`config.mk`:
```
export PLATFORM = sky130hd
export DESIGN_NAME = timer_ctrl_8bit
export DESIGN_NICKNAME = d
export VERILOG_FILES = /design/src/rtl/timer_ctrl_8bit.sv
export SDC_FILE = /design/constraint.sdc
export NUM_CORES = 1
export LEC_CHECK = 0
export CORE_UTILIZATION = 45
export CTS_BUF_LIST = sky130_fd_sc_hd__clkbuf_16
export CTS_CLUSTER_DIAMETER = 120
export DETAILED_ROUTE_END_ITERATION = 10
export PLACE_DENSITY = 0.74
export SYNTH_ARGS = -nofsm -noshare
export SYNTH_HDL_FRONTEND = slang
export SYNTH_SLANG_ARGS = --single-unit
```
`constraint.sdc`:
```
create_clock -name clk -period 2.35 [get_ports clk]
set_input_delay 0.3525 -clock clk [delete_from_list [all_inputs] [get_ports clk]]
set_output_delay 0.3525 -clock clk [all_outputs]
set_load 0.005 [all_outputs]
```
`src/rtl/timer_ctrl_8bit.sv`:
```
// 8-bit down-counting timer with reload register, one-shot/auto-reload modes,
// pause/resume/abort control and a sticky interrupt raised on terminal count.
module timer_ctrl_8bit (
    input  logic       clk,
    input  logic       reset,
    input  logic       start,
    input  logic       stop,
    input  logic       load,
    input  logic [7:0] load_val,
    input  logic       mode,
    input  logic       irq_clr,
    output logic [7:0] count,
    output logic       tc,
    output logic       irq,
    output logic       busy,
    output logic [1:0] state
);

    typedef enum logic [1:0] {
        IDLE  = 2'b00,
        RUN   = 2'b01,
        PAUSE = 2'b10,
        DONE  = 2'b11
    } state_t;

    state_t     st_q, st_d;
    logic [7:0] rl;
    logic [7:0] cnt_d;
    logic       tc_d;

    // rl updates alongside the FSM, so a same-edge start/reload still sees the old value
    always_ff @(posedge clk or posedge reset) begin
        if (reset) begin
            st_q  <= IDLE;
            count <= 8'd0;
            rl    <= 8'd0;
            tc    <= 1'b0;
            irq   <= 1'b0;
        end else begin
            st_q  <= st_d;
            count <= cnt_d;
            tc    <= tc_d;
            irq   <= tc_d | (irq & ~irq_clr);
            if (load)
                rl <= load_val;
        end
    end

    always_comb begin
        st_d  = st_q;
        cnt_d = count;
        tc_d  = 1'b0;
        case (st_q)
            IDLE, DONE: begin
                if (start && !stop && rl != 8'd0) begin
                    cnt_d = rl;
                    st_d  = RUN;
                end
            end
            RUN: begin
                if (stop) begin
                    st_d = PAUSE;
                end else if (count > 8'd1) begin
                    cnt_d = count - 8'd1;
                end else begin
                    // terminal count; an empty reload register ends the run instead of wrapping
                    tc_d = 1'b1;
                    if (mode && rl != 8'd0) begin
                        cnt_d = rl;
                    end else begin
                        cnt_d = 8'd0;
                        st_d  = DONE;
                    end
                end
            end
            PAUSE: begin
                if (stop) begin
                    cnt_d = 8'd0;
                    st_d  = IDLE;
                end else if (start) begin
                    st_d = RUN;
                end
            end
            default: begin
                st_d = IDLE;
            end
        endcase
    end

    assign state = st_q;
    assign busy  = (st_q == RUN) || (st_q == PAUSE);

endmodule

```
* Yosys cells after proc, flatten, opt, wreduce, memory -nomap -nowiden
Index checks and enable logic that the tools add are counted.
** Cells by class
- Multiplexer cells :: 16
- Eq/ne operators :: 9
- Reduce and logical (&&, ||, !) cells :: 10
- Bitwise operators :: 3
- Magnitude comparators :: 1
- Add/subtract/negate cells :: 1
** Operators with widths (number)
- 8-bit two-way mux :: 5
- 8-bit case mux with 3 select lines :: 1
- 2-bit two-way mux :: 6
- 3-bit inequality test, second input constant :: 3
- 8-bit by 1-bit greater-than comparator with 1-bit output, second input constant :: 1
- 8-bit nonzero test :: 1
- 8-bit by 1-bit subtractor with 8-bit output, second input constant :: 1
- 2-bit inequality test, second input constant :: 3
- 2-bit case mux with 3 select lines :: 1
- 2-bit == test, second input constant :: 2
- 4-bit AND reduction :: 1
- 1-bit logical AND :: 3
- 1-bit two-way mux :: 3
- 3-bit AND reduction :: 1
- 2-bit by 1-bit == test with 1-bit output, second input constant :: 1
- 2-bit logical NOT :: 1
- 2-bit OR reduction :: 1
- 1-bit AND :: 1
- 1-bit logical NOT :: 1
- 1-bit logical OR :: 1
- 1-bit NOT :: 1
- 1-bit bitwise OR :: 1
** Word-level totals
- Input bits :: 15
- Register bits after elaboration :: 20
- Output and inout port bits :: 13

* Depth between registers and ports, before layout
Gate-level depths: netlist (run 1).
- Depth in word-level cells :: 6
- Depth in mapped cells :: 7
- Depth with buffers taken out :: 7

* Worst setup path before layout (run 1)
Ideal clock, no wire load.
- Kind :: register to register
- Start :: reg count[0]
- End :: reg count[3]
- Arrival time :: 1.737 ns
- Data required time :: 2.230 ns
- Library setup time :: 0.120 ns
- Stages on the path, launching flop included :: 8
- Path slack :: 0.493 ns
- Path through :: dfrtp_1 > inv_1 > ha_1 > nor2_1 > nor3_4 > a21oi_2 > a221o_1 > o211a_1
** Between the ends
- Cells in the longest elaborated chain, start to end :: 4
** Ends and longest elaborated chain
- from (decl) :: line 12 : output logic [7:0] count,
- from (signal assigned) :: line 41 : count <= cnt_d;
- 8-bit by 1-bit subtractor with 8-bit output / 8-bit by 1-bit greater-than comparator with 1-bit output (equally long branches) :: line 64, 63
- 8-bit two-way mux (*) :: line 63 : end else if (count > 8'd1) begin
- 8-bit two-way mux (*) :: line 61 : if (stop) begin
- 8-bit case mux with 3 select lines (*) :: line 53 : case (st_q)
Mark *: on every way between the ends. The rest lies on a longest branch, timed or not. The select of a mux whose other input is x is not followed.
A chain may end at the register's enable or synchronous reset.

* Worst setup path after layout (run 1)
Ends and elaborated chain as after synthesis.

==> out/qor.csv, run 1 <==
stage,metric,value,unit
run_status,status,"finished, final reports clean",
pwr,power per cell area,1370,nW/um^2
clocking,clk slew on worst S/H paths,0.05,ns
sta,Setup TNS,0,ns
finish,Final Net Count,188,
sta,Slew Limit Fails,0,
sta,Slew Limit Headroom,49.5,%
finish,P&R area growth vs syn,30.4,%
synthesis,Post-synth EDFFs,0,
critical_path,critical path startpoint,count[0],
clocking,Clk Tree Root Cell,clkbuf_16,
clocking,TritonCTS clock tree,yes,
critical_path,reg2reg path depth,7,
die,# IOs,28,
critical_path,reg2reg start,count[0],
synthesis,"FF+latch count, synth",20,
synthesis,Avg Inst Size Synth,9.14,um^2
finish,ANT cells,0,
routing,number of vias per cell,5.85,
critical_path,CP arrival,2.25,ns
global_route,first-pass GRT wire length,4900,um
synthesis,Cell variety after synth,42,
sta,Hold WS,0.531,ns
die,standard-cell rows,18,
clocking,post_cts resized,0,
global_route,vias in the first global route,1079,
critical_path,worst path required time,2.49,ns
synthesis,Syn Inst Count,138,
finish,Non-Filler Instances,197,
pwr,total power,2.26,mW
routing,Pre-antenna DRT Iters,4,
die,die width,54.9,um
sta,Final Setup Violations,0,
routing,DR WL/cell,15.2,um
synthesis,synthesized area,1260,um^2
synthesis,"Top FF cell, synth",dfrtp_1,
routing,Iteration-0 DRC Markers,31,
die,core box area,2570,um^2
pwr,leakage,0.682,nW
clocking,deepest clock path buffer count,2,
global_route,GR Layer Usage met3,2.46,%
synthesis,Yosys warning total,0,
die,Initial Utilization,49.1,%
sta,measured slew at the worst slew-check pin,0.757,ns
global_route,GRT Overall Usage,23.2,%
global_route,Top Usage Layer GRT,met2,
die,die height,54.9,um
routing,Antenna Nets Post-Route,0,
clocking,cts bufs inserted,3,
synthesis,syn nets,157,
global_route,met2 Track Usage GR,39.0,%
finish,most frequent cells in the layout,"clkdlybuf4s50_1 (27), dfrtp_1 (20), a21oi_1 (16)",
finish,"most common cell after layout, fill and taps aside",clkdlybuf4s50_1,
critical_path,crit path max-delay cell type,dfrtp_1,
finish,layout cells sized above 1,13.8,%
critical_path,crit-path max FO,8,
clocking,H-tree Lvls,1,
critical_path,flop2flop setup slack,0.24,ns
critical_path,max incr delay on CP,0.43,ns
critical_path,worst-path cell chain,inv_1 -> ha_1 -> nor2_1 -> nor3_4 -> a21oi_2 -> a221o_1 -> o211a_1,
synthesis,sequential-to-total area share from yosys stat,39.7,%
critical_path,r2r endpoint,count[3],
sta,Fin. Hold Viols,0,
routing,DR vias,1153,
pwr,VDD IR-drop max,0.845,mV
routing,# DRC,0,
clocking,# Post-CTS Setup Buffers,0,
critical_path,Worst Setup Path Type,register to register,
clocking,Clock Latency Late Sink,0.25,ns
synthesis,Async SR Flop Fraction,100,%
clocking,clock sinks,20,
global_route,largest net degree at the start of global routing,21,
sta,Tcrit/Tclk final,89.9,%
routing,Post-Route WL,3000,um
clocking,hold buffer count at CTS,0,
critical_path,worst setup path end,count[3],
finish,Final Util,64.0,%
placed_design,number of port buffers,27,
global_route,GR Overflow Total,0,
sta,Tmin final,2.11,ns
hold_path,type of the most critical hold path,input pin to asynchronous set/reset pin,
placed_design,GP Congestion,0.942,
sta,skew final,0.00258,ns
die,die area,3020,um^2
critical_path,startpoint types,register,
global_route,initial antenna violation count,0,
sta,RSZ-0062 raised after global routing,false,
placed_design,Inst Count DP,194,
placed_design,Post-DP HPWL,2240,um
critical_path,Crit. End Element,register,
global_route,global-route met1 utilization,30.4,%
sta,Fmax,473,MHz
flow_run,max_cap viols,0,
## cells by family (layout without fill, tap and decap cells)
family	Yosys count	in the layout	share of synthesized area [%]
AO/OA/AOI/OAI	48	48	24.3
AND/OR/NAND/NOR	43	43	18.5
flip-flops	20	20	39.7
buffers and inverters	12	41	4.17
multiplexers	10	10	8.73
adder cells (fa/ha/maj)	4	4	3.97
XOR/XNOR	1	1	0.695
## sequential cells by signal, summed over array words and instances, names as in the netlist
register / cells
count: 8
rl: 8
state: 2
irq: 1
tc: 1
## Yosys cell counts, types with 2 or more instances
cell type  count  area [um^2]
clkbuf_1       3         11.3
o21ai_0        8         40.0
nand3_1        2         10.0
nor2_1        14         52.6
mux2i_1        2         20.0
ha_1           4         50.1
o21a_1         2         15.0
a22oi_1        2         15.0
a21oi_1       16         80.1
o211ai_1       3         22.5
o22ai_1        3         18.8
nor3_1         7         35.0
nor2b_1        2         12.5
or3_1          2         12.5
nand2_1        6         22.5
mux2_2         8         90.1
inv_1          8         30.0
dfrtp_1       20          500
a31oi_1        3         18.8
## through the flow
stage	setup WS, ns	instance area [um^2]
global placement	0.340	1570
finish	0.237	1640
detailed placement	0.277	1570
global route	0.0858	1640
floorplan	0.493	1260
CTS	0.260	1640
## critical path: cells and delay by family (launching register included)
family / cells / cell delay, ns
compound gates: 3 / 0.61
simple gates: 2 / 0.54
flops: 1 / 0.43
fa+ha+maj: 1 / 0.28
buf+inv: 1 / 0.13
## per-layer routing
metal / part of all wire [%] / vias up
li1: - / 569
met1: 46 / 535
met2: 47 / 42
met3: 5.1 / 7
met4: 1.8 / 0
met5: 0 / -
## cell type report
cell class | count | area (um^2)
multi-input combinational | 106 | 708
tap | 30 | 37.5
sequential | 20 | 500
fill | 228 | 923
clock buffer | 3 | 75.1
inverter | 8 | 30.0
timing repair buffer | 30 | 293
## worst min-delay path by stage
stage / depth (start not counted) / endpoint / from
floorplan: 1 / count[0] / reset
global placement: 2 / irq / irq
detailed placement: 2 / irq / irq
CTS: 2 / irq / irq
global route: 2 / irq / irq
finish: 2 / rl[4] / reset
## where the power goes
part / internal [mW] / total [mW] / switching (mW)
clock network: 0.224 / 0.346 / 0.122
logic: 0.639 / 1.32 / 0.679
registers: 0.454 / 0.592 / 0.138
No activity file was read; power rests on OpenSTA's default activity.
==> run 2: changes to the inputs <==
--- a/config.mk
+++ b/config.mk
@@ -10,6 +10,7 @@
 export CTS_CLUSTER_DIAMETER = 120
 export DETAILED_ROUTE_END_ITERATION = 10
 export PLACE_DENSITY = 0.74
+export SKIP_CTS_REPAIR_TIMING = 1
 export SYNTH_ARGS = -nofsm -noshare
 export SYNTH_HDL_FRONTEND = slang
 export SYNTH_SLANG_ARGS = --single-unit
==> results of run 2 <==
The final DEF is identical to that of run 1; final timing and power are the same.
